==> src/rtl/reg_file_pkg.sv <==
// Shared types for the AXI-lite user register file and its initiators.
// Provides the register map lookup used by axi_lite_reg_master when AXI_LITE_REG_MASTER_ADDR_CHECK_EN is set.
package reg_file_pkg;

   localparam int REG_FILE_AXI_ADDR_WIDTH = 8;
   localparam int REG_FILE_AXI_DATA_WIDTH = 32;
   localparam int REG_FILE_NUM_REGS       = 8;

   typedef logic [1:0] axi_resp_t;

   localparam axi_resp_t RESP_OKAY   = 2'b00;
   localparam axi_resp_t RESP_SLVERR = 2'b10;
   localparam axi_resp_t RESP_DECERR = 2'b11;

   typedef struct packed {
      logic                                   rnw;
      logic [REG_FILE_AXI_ADDR_WIDTH-1:0]     addr;
      logic [REG_FILE_AXI_DATA_WIDTH-1:0]     wdata;
      logic [REG_FILE_AXI_DATA_WIDTH/8-1:0]   wstrb;
   } reg_cmd_t;

   typedef struct packed {
      logic [REG_FILE_AXI_DATA_WIDTH-1:0] rdata;
      axi_resp_t                          resp;
   } reg_rsp_t;

   typedef struct packed {
      logic       entry_found;
      logic [2:0] index;
   } reg_item_t;

   // Registers occupy consecutive words from 0x00; the byte offset within a word is ignored.
   function automatic reg_item_t get_reg_item_from_addr(input logic [REG_FILE_AXI_ADDR_WIDTH-1:0] addr);
      reg_item_t                          item;
      logic [REG_FILE_AXI_ADDR_WIDTH-1:0] word;
      word             = addr >> 2;
      item.entry_found = (word < REG_FILE_NUM_REGS[REG_FILE_AXI_ADDR_WIDTH-1:0]);
      item.index       = word[2:0];
      return item;
   endfunction

endpackage

==> src/rtl/axi_lite_reg_master.sv <==
// AXI4-Lite initiator: one register read or write per command, one outstanding transaction.
// Optional address pre-check against the register map: AXI_LITE_REG_MASTER_ADDR_CHECK_EN.
module axi_lite_reg_master
   import reg_file_pkg::*;
#(
   parameter int ADDR_WIDTH = REG_FILE_AXI_ADDR_WIDTH,
   parameter int DATA_WIDTH = 32
) (
   input  logic                    clk,
   input  logic                    rst_n,
   input  logic                    cmd_valid,
   output logic                    cmd_ready,
   input  logic                    cmd_rnw,
   input  logic [ADDR_WIDTH-1:0]   cmd_addr,
   input  logic [DATA_WIDTH-1:0]   cmd_wdata,
   input  logic [DATA_WIDTH/8-1:0] cmd_wstrb,
   output logic                    rsp_valid,
   input  logic                    rsp_ready,
   output logic [DATA_WIDTH-1:0]   rsp_rdata,
   output logic [1:0]              rsp_resp,
   output logic                    busy,
   output logic [2:0]              state_dbg,
   output logic [ADDR_WIDTH-1:0]   m_axi_awaddr,
   output logic [2:0]              m_axi_awprot,
   output logic                    m_axi_awvalid,
   input  logic                    m_axi_awready,
   output logic [DATA_WIDTH-1:0]   m_axi_wdata,
   output logic [DATA_WIDTH/8-1:0] m_axi_wstrb,
   output logic                    m_axi_wvalid,
   input  logic                    m_axi_wready,
   input  logic [1:0]              m_axi_bresp,
   input  logic                    m_axi_bvalid,
   output logic                    m_axi_bready,
   output logic [ADDR_WIDTH-1:0]   m_axi_araddr,
   output logic [2:0]              m_axi_arprot,
   output logic                    m_axi_arvalid,
   input  logic                    m_axi_arready,
   input  logic [DATA_WIDTH-1:0]   m_axi_rdata,
   input  logic [1:0]              m_axi_rresp,
   input  logic                    m_axi_rvalid,
   output logic                    m_axi_rready
);

   // Every channel transfers on the rising edge where valid & ready are both high;
   // a valid, once raised, stays high with stable payload until that edge.

   typedef enum logic [2:0] {IDLE, WR_AW_W, WR_B, RD_AR, RD_R, RSP} state_t;

   localparam logic [ADDR_WIDTH-1:0] ALIGN_MASK = {{(ADDR_WIDTH-2){1'b1}}, 2'b00};

   state_t   state, state_nxt;
   reg_cmd_t cmd_q;
   reg_rsp_t rsp_q;
   logic     aw_done, w_done;
   logic     ready_en;
   logic     addr_miss;
   logic     accept;

   assign accept = cmd_valid & cmd_ready;

`ifdef AXI_LITE_REG_MASTER_ADDR_CHECK_EN
   reg_item_t lookup;

   always_comb lookup = get_reg_item_from_addr(cmd_addr);

   always_ff @(posedge clk or negedge rst_n) begin
      if (!rst_n) begin
         addr_miss <= 1'b0;
      end else if (accept) begin
         addr_miss <= !lookup.entry_found;
      end
   end
`else
   assign addr_miss = 1'b0;
`endif

   always_ff @(posedge clk or negedge rst_n) begin
      if (!rst_n) begin
         state    <= IDLE;
         ready_en <= 1'b0;
      end else begin
         state    <= state_nxt;
         ready_en <= 1'b1;
      end
   end

   // A missed lookup still passes through WR_AW_W/RD_AR for one cycle with its valids masked.
   always_comb begin
      state_nxt     = state;
      cmd_ready     = 1'b0;
      m_axi_awvalid = 1'b0;
      m_axi_wvalid  = 1'b0;
      m_axi_bready  = 1'b0;
      m_axi_arvalid = 1'b0;
      m_axi_rready  = 1'b0;
      rsp_valid     = 1'b0;
      case (state)
         IDLE: begin
            cmd_ready = ready_en;
            if (cmd_valid && ready_en) state_nxt = cmd_rnw ? RD_AR : WR_AW_W;
         end
         WR_AW_W: begin
            m_axi_awvalid = !aw_done && !addr_miss;
            m_axi_wvalid  = !w_done && !addr_miss;
            if (addr_miss) state_nxt = RSP;
            else if ((aw_done || m_axi_awready) && (w_done || m_axi_wready)) state_nxt = WR_B;
         end
         WR_B: begin
            m_axi_bready = 1'b1;
            if (m_axi_bvalid) state_nxt = RSP;
         end
         RD_AR: begin
            m_axi_arvalid = !addr_miss;
            if (addr_miss) state_nxt = RSP;
            else if (m_axi_arready) state_nxt = RD_R;
         end
         RD_R: begin
            m_axi_rready = 1'b1;
            if (m_axi_rvalid) state_nxt = RSP;
         end
         RSP: begin
            rsp_valid = 1'b1;
            if (rsp_ready) state_nxt = IDLE;
         end
         default: state_nxt = IDLE;
      endcase
   end

   always_ff @(posedge clk or negedge rst_n) begin
      if (!rst_n) begin
         cmd_q   <= '0;
         rsp_q   <= '0;
         aw_done <= 1'b0;
         w_done  <= 1'b0;
      end else begin
         if (accept) begin
            cmd_q   <= '{rnw: cmd_rnw, addr: cmd_addr, wdata: cmd_wdata, wstrb: cmd_wstrb};
            aw_done <= 1'b0;
            w_done  <= 1'b0;
         end
         if (m_axi_awvalid && m_axi_awready) aw_done <= 1'b1;
         if (m_axi_wvalid && m_axi_wready) w_done <= 1'b1;
         case (state)
            WR_AW_W, RD_AR: if (addr_miss) rsp_q <= '{rdata: '0, resp: RESP_DECERR};
            WR_B:           if (m_axi_bvalid) rsp_q <= '{rdata: '0, resp: m_axi_bresp};
            RD_R:           if (m_axi_rvalid) rsp_q <= '{rdata: m_axi_rdata, resp: m_axi_rresp};
            default: ;
         endcase
      end
   end

   assign m_axi_awaddr = cmd_q.addr & ALIGN_MASK;
   assign m_axi_araddr = cmd_q.addr & ALIGN_MASK;
   assign m_axi_awprot = 3'b000;
   assign m_axi_arprot = 3'b000;
   assign m_axi_wdata  = cmd_q.wdata;
   assign m_axi_wstrb  = cmd_q.wstrb;
   assign rsp_rdata    = rsp_q.rdata;
   assign rsp_resp     = rsp_q.resp;
   assign busy         = (state != IDLE);
   assign state_dbg    = state;

endmodule
==> config.mk <==
export PLATFORM = sky130hd
export DESIGN_NAME = axi_lite_reg_master
export DESIGN_NICKNAME = d
export VERILOG_FILES = /design/src/rtl/reg_file_pkg.sv /design/src/rtl/axi_lite_reg_master.sv
export SDC_FILE = /design/constraint.sdc
export NUM_CORES = 1
export LEC_CHECK = 0
export BUFFER_PORTS_ARGS = -buffer_cell sky130_fd_sc_hd__buf_2
export CORE_ASPECT_RATIO = 0.75
export CORE_UTILIZATION = 39
export CTS_CLUSTER_DIAMETER = 30
export CTS_CLUSTER_SIZE = 25
export DETAILED_ROUTE_END_ITERATION = 10
export GPL_TIMING_DRIVEN = 0
export PLACE_DENSITY = 0.78
export SKIP_CTS_REPAIR_TIMING = 1
export SLEW_MARGIN = 15
export SYNTH_ARGS = -nofsm -noshare
export SYNTH_HDL_FRONTEND = slang
export SYNTH_SLANG_ARGS = --single-unit
==> constraint.sdc <==
create_clock -name clk -period 1.6 [get_ports clk]
set_input_delay 0.32 -clock clk [delete_from_list [all_inputs] [get_ports clk]]
set_output_delay 0.32 -clock clk [all_outputs]
set_load 0.005 [all_outputs]
=== After elaboration in Yosys (flattened, before gate mapping) ===
Index checks and enable logic that the tools add are counted.

* Reduce and logical (&&, ||, !) cells: 15
* Mux-type cells: 21
* Equal/unequal tests: 11
* Bitwise operators: 1

{| class="wikitable"
|+ Operators with widths
! operator !! number
|-
| 34-bit 2-to-1 mux || 2
|-
| 34-bit one-hot mux with 2 select lines || 1
|-
| 3-bit 2-to-1 mux || 6
|-
| 3-bit one-hot mux with 6 select lines || 1
|-
| 2-bit inequality test (second input constant) || 6
|-
| 1-bit 2-to-1 mux || 10
|-
| 3-bit by 2-bit equality test with 1-bit output (second input constant) || 2
|-
| 3-bit equality test (second input constant) || 2
|-
| 6-bit AND reduction || 1
|-
| 2-bit nonzero test || 3
|-
| 1-bit logical AND || 4
|-
| 3-bit by 1-bit equality test with 1-bit output (second input constant) || 1
|-
| 3-bit logical NOT || 1
|-
| 3-bit AND reduction || 1
|-
| 3-bit nonzero test || 1
|-
| 1-bit logical NOT || 2
|-
| 1-bit logical OR || 2
|-
| 2-bit 2-to-1 mux || 1
|-
| 1-bit bitwise AND || 1
|}

* Logic and storage cells: 57
* Output and inout port bits: 103
* Register bits: 84

=== Logic depth before layout (Yosys ltp) ===
* Word-level depth: 5
* Gate-level depth with buffers: 6
* Mapped depth without buffers: 3

=== Worst setup path before layout ===
No wires, ideal clock.

* Path type: reg-to-reg
* From: register state[1], in the netlist state_dbg[1]
* To: register cmd_q (netlist bit m_axi_araddr[2])
* Arrival: 1464 ps
* Setup slack: 10 ps
* Cell stages (with the launch flop): 7
* Clock period less this slack: 1590 ps
* Data required time: 1475 ps
* Cell sequence: dfrtp_1 -> buf_6 -> nor3_4 -> and3_4 -> buf_12 -> buf_12 -> mux2_4

* Word-level cells in the longest chain between the ends: 3

{| class="wikitable"
|+ RTL lines
! element !! RTL line !! RTL
|-
| start, declared || axi_lite_reg_master.sv:51 || <nowiki>state_t state, state_nxt;</nowiki>
|-
| start signal, assigned || axi_lite_reg_master.sv:82 || <nowiki>state <= state_nxt;</nowiki>
|-
| 3-bit logical NOT || axi_lite_reg_master.sv:97 || <nowiki>case (state)</nowiki>
|-
| 1-bit 2-to-1 mux || axi_lite_reg_master.sv:97 ||
|-
| 1-bit bitwise AND || axi_lite_reg_master.sv:59 || <nowiki>assign accept = cmd_valid & cmd_ready;</nowiki>
|-
| end signal, assigned || axi_lite_reg_master.sv:137 || <nowiki>cmd_q <= '{rnw: cmd_rnw, addr: cmd_addr, wdata: cmd_wdata, wstrb: cmd_wstrb};</nowiki>
|-
| end, declared || axi_lite_reg_master.sv:52 || <nowiki>reg_cmd_t cmd_q;</nowiki>
|}

Every way passes these cells.
A chain may end at the register's enable or synchronous reset.

=== Worst setup path after layout ===
* From: register state[1], in the netlist state_dbg[1]
* To: output m_axi_awvalid

* Word-level cells in the longest chain between the ends: 2

{| class="wikitable"
|+ RTL lines
! element !! RTL line !! RTL
|-
| 3-bit by 1-bit equality test with 1-bit output || axi_lite_reg_master.sv:97 ||
|-
| 1-bit 2-to-1 mux || axi_lite_reg_master.sv:97 ||
|-
| end, declared || axi_lite_reg_master.sv:25 || <nowiki>output logic m_axi_awvalid,</nowiki>
|}

Every way passes these cells.

==> results.yml <==
floorplan:
  die_area_um2: 9573
  die_x_um: 112.6
  core_um2: 8672
  rows: 29
  io_pins: 193
  floorplan.initialDensity: 0.4129
  die_h_um: 84.99
final_layout:
  num_antenna_cells: 0
  seq_area_um2: 2054
  drive_above_1_share: 0.6725
  multi_input_area_um2: 1301
  area_growth_pct: 49.58
  fin_util: 0.6177
  final_cell_mix: "buf_2, dfrtp_1, mux2_4"
  final_nets: 540
  final_common_cell: "buf_2"
  layout.cells.non_filler: 563
  fill_cells: 678
synthesis:
  yosysUniqueCellTypes: 36
  ys_seq_area_frac: 0.5730
  ys_ff_latch: 82
  synth_top_area_share: 0.5730
  synthesis.area_um2: 3581
  synth_area_leader_cell: "dfrtp_1"
  syn_inst: 230
  synth_area_per_cell_um2: 15.57
  ys_warn_count: 0
  synth_area_leaders: "dfrtp_1, mux2_4, a22o_1"
timing:
  rsz0062_at_grt: "yes"
  setup_viol: 81
  finalCriticalPeriod_ps: 1834
  hold_violations: 0
  slew_violations: 0
  period_share: 1.147
  worst_slack_ps: -234.4
  finClkSkew_ps: 2.681
  tns_ps: -6171
  timing.hold.ws_ps: 210.9
  fmax_mhz: 545.1
setup_path:
  crit_arrival_ps: 1510
  worstSetupPathDepth: 4
  setup.worst_path.class: "flop to output port"
  cp_cell_sequence: "buf_6 > or3b_4 > nor2_4 > buf_2"
  cp-end-kind: "output port"
  r2r_start: "state_dbg[1]"
  slowest_delay_ps: 430
  worst_r2r_endpoint: "rsp_resp[1]"
  required_ps: 1280
  r2r_slack_ps: -170
  critPathLaunchType: "flop"
  critPathTopFamily: "simple AND/OR/NAND/NOR gates"
  cp_slowest_cell: "or3b_4"
  crit_start: "state_dbg[1]"
  r2r_cells: 6
  cp_max_fo: 3
  critical_path_buf_inv_count: 2
  crit_end: "m_axi_awvalid"
drt:
  ant_nets: 0
  wl_um: 9125
  via_per_inst: 4.755
  routedWlPerCell_um: 16.21
  drt_iter0_drc: 82
  drc: 0
  via_count: 2677
  drtPass1Iterations: 4
global_routing:
  grt_pass1_wl_um: 13210
  grt_max_degree: 46
  grt_overflow_total: 0
  antenna_found_initial: 0
  track_usage: 0.1776
  grt_pass1_vias: 2536
placement:
  hpwl_um: 6219
  gp_congestion: 0.7341
  place.port_buffers: 180
  post-place-cells: 528
clock_network:
  worstSkewPairLatency_ps: 320
  cts_tree: "built"
  htree_levels: 3
  clockBufferDepth: 2
  cts_buffers: 9
  clk_pin_slew_ps: 60
  clock-sinks: 82
  root_buffer: "clkbuf_16"
hold_path:
  min_path_type: "input port to flop"
pwr:
  power.leakage_uw: 0.002848
  powerDensity_nw_per_um2: 1836
  ir_worst_vdd_mv: 0.8156
run_status:
  status: "finished with violations"
  violations: "setup timing"
job:
  maxCapViolCount: 0
## how the worst min path moves through the flow
stage	cells past startpoint	endpoint	start	slack [ps]
3_5_place_dp	1	m_axi_wdata[21]	rst_n	320
3_3_place_gp	1	m_axi_wdata[31]	m_axi_wdata[31]	470
6_report	2	rsp_rdata[4]	m_axi_rdata[4]	210
2_1_floorplan	0	aw_done	rst_n	20
4_1_cts	1	m_axi_wdata[21]	rst_n	-30
5_1_grt	2	rsp_rdata[27]	m_axi_rdata[27]	200
## routing by layer
| metal | vias up | GRT usage | wire length (um) |
|---|---|---|---|
| met5 | - | 0 | 0 |
| met4 | 0 | 0.05091 | 70 |
| met3 | 5 | 0.04643 | 555 |
| met2 | 111 | 0.2974 | 4502 |
| met1 | 1310 | 0.2285 | 3996 |
| li1 | 1251 | - | - |
## area by class of cell
class | instances | share of cell area
Inverter | 3 | 0.002569
Sequential cell | 82 | 0.3836
Clock inverter | 6 | 0.01682
Buffer | 30 | 0.05957
Clock buffer | 10 | 0.04462
Multi-Input combinational cell | 123 | 0.2429
Timing Repair Buffer | 201 | 0.2247
Tap cell | 108 | 0.02523
## flip-flops by register name, indices dropped and copies added, names as in the netlist
register      count
aw_done           1
m_axi_araddr      6
m_axi_wdata      32
m_axi_wstrb       4
ready_en          1
rsp_rdata        32
rsp_resp          2
state_dbg         3
w_done            1
## kinds of logic after synthesis
| family | after synthesis | synth area share |
|---|---|---|
| AND/OR/NAND/NOR | 22 | 0.04543 |
| flip-flops | 82 | 0.5730 |
| buffers and inverters | 34 | 0.08805 |
| AO/OA/AOI/OAI | 44 | 0.1048 |
| other | 2 | 0.002097 |
| multiplexers | 46 | 0.1866 |
## worst register-to-register path, stage by stage (launching register included)
cell and delay (ps):
dfrtp_1 390, buf_6 130, buf_4 160, nor3b_4 270
buf_4 170, mux2_4 280, mux2_2 250
## report_power, final
part / internal, uW / leakage [uW] / switching (uW)
registers: 2950 / 0.00102 / 539
clock network: 1410 / 0.000159 / 795
logic: 2590 / 0.00167 / 1540
## metrics by stage
step	area, um2	power [uW]	worst slack [ps]
after floorplan	3615	5570	10.47
after global placement	4651	6924	-341.6
after detailed placement	4673	7076	-97.23
after CTS	5002	9346	-287.9
after global routing	5356	10420	-274.1
final	5356	9832	-234.4
## cells in the mapped netlist, drive strengths merged
cell type / count
inv: 3
nand2b: 2
conb: 2
nand2: 2
or3: 1
or3b: 1
a21o: 2
a211o: 1
and3: 2
a211oi: 1
nand3: 2
o22a: 1
buf: 30
nor3: 3
a22oi: 1
o21ai: 2
a22o: 34
and4b: 1
nor2: 2
nor3b: 2
and3b: 2
dfrtp: 82
a32oi: 1
o211ai: 1
clkbuf: 1
mux2: 46
and2: 2
No activity file was read; power rests on OpenSTA's default activity.
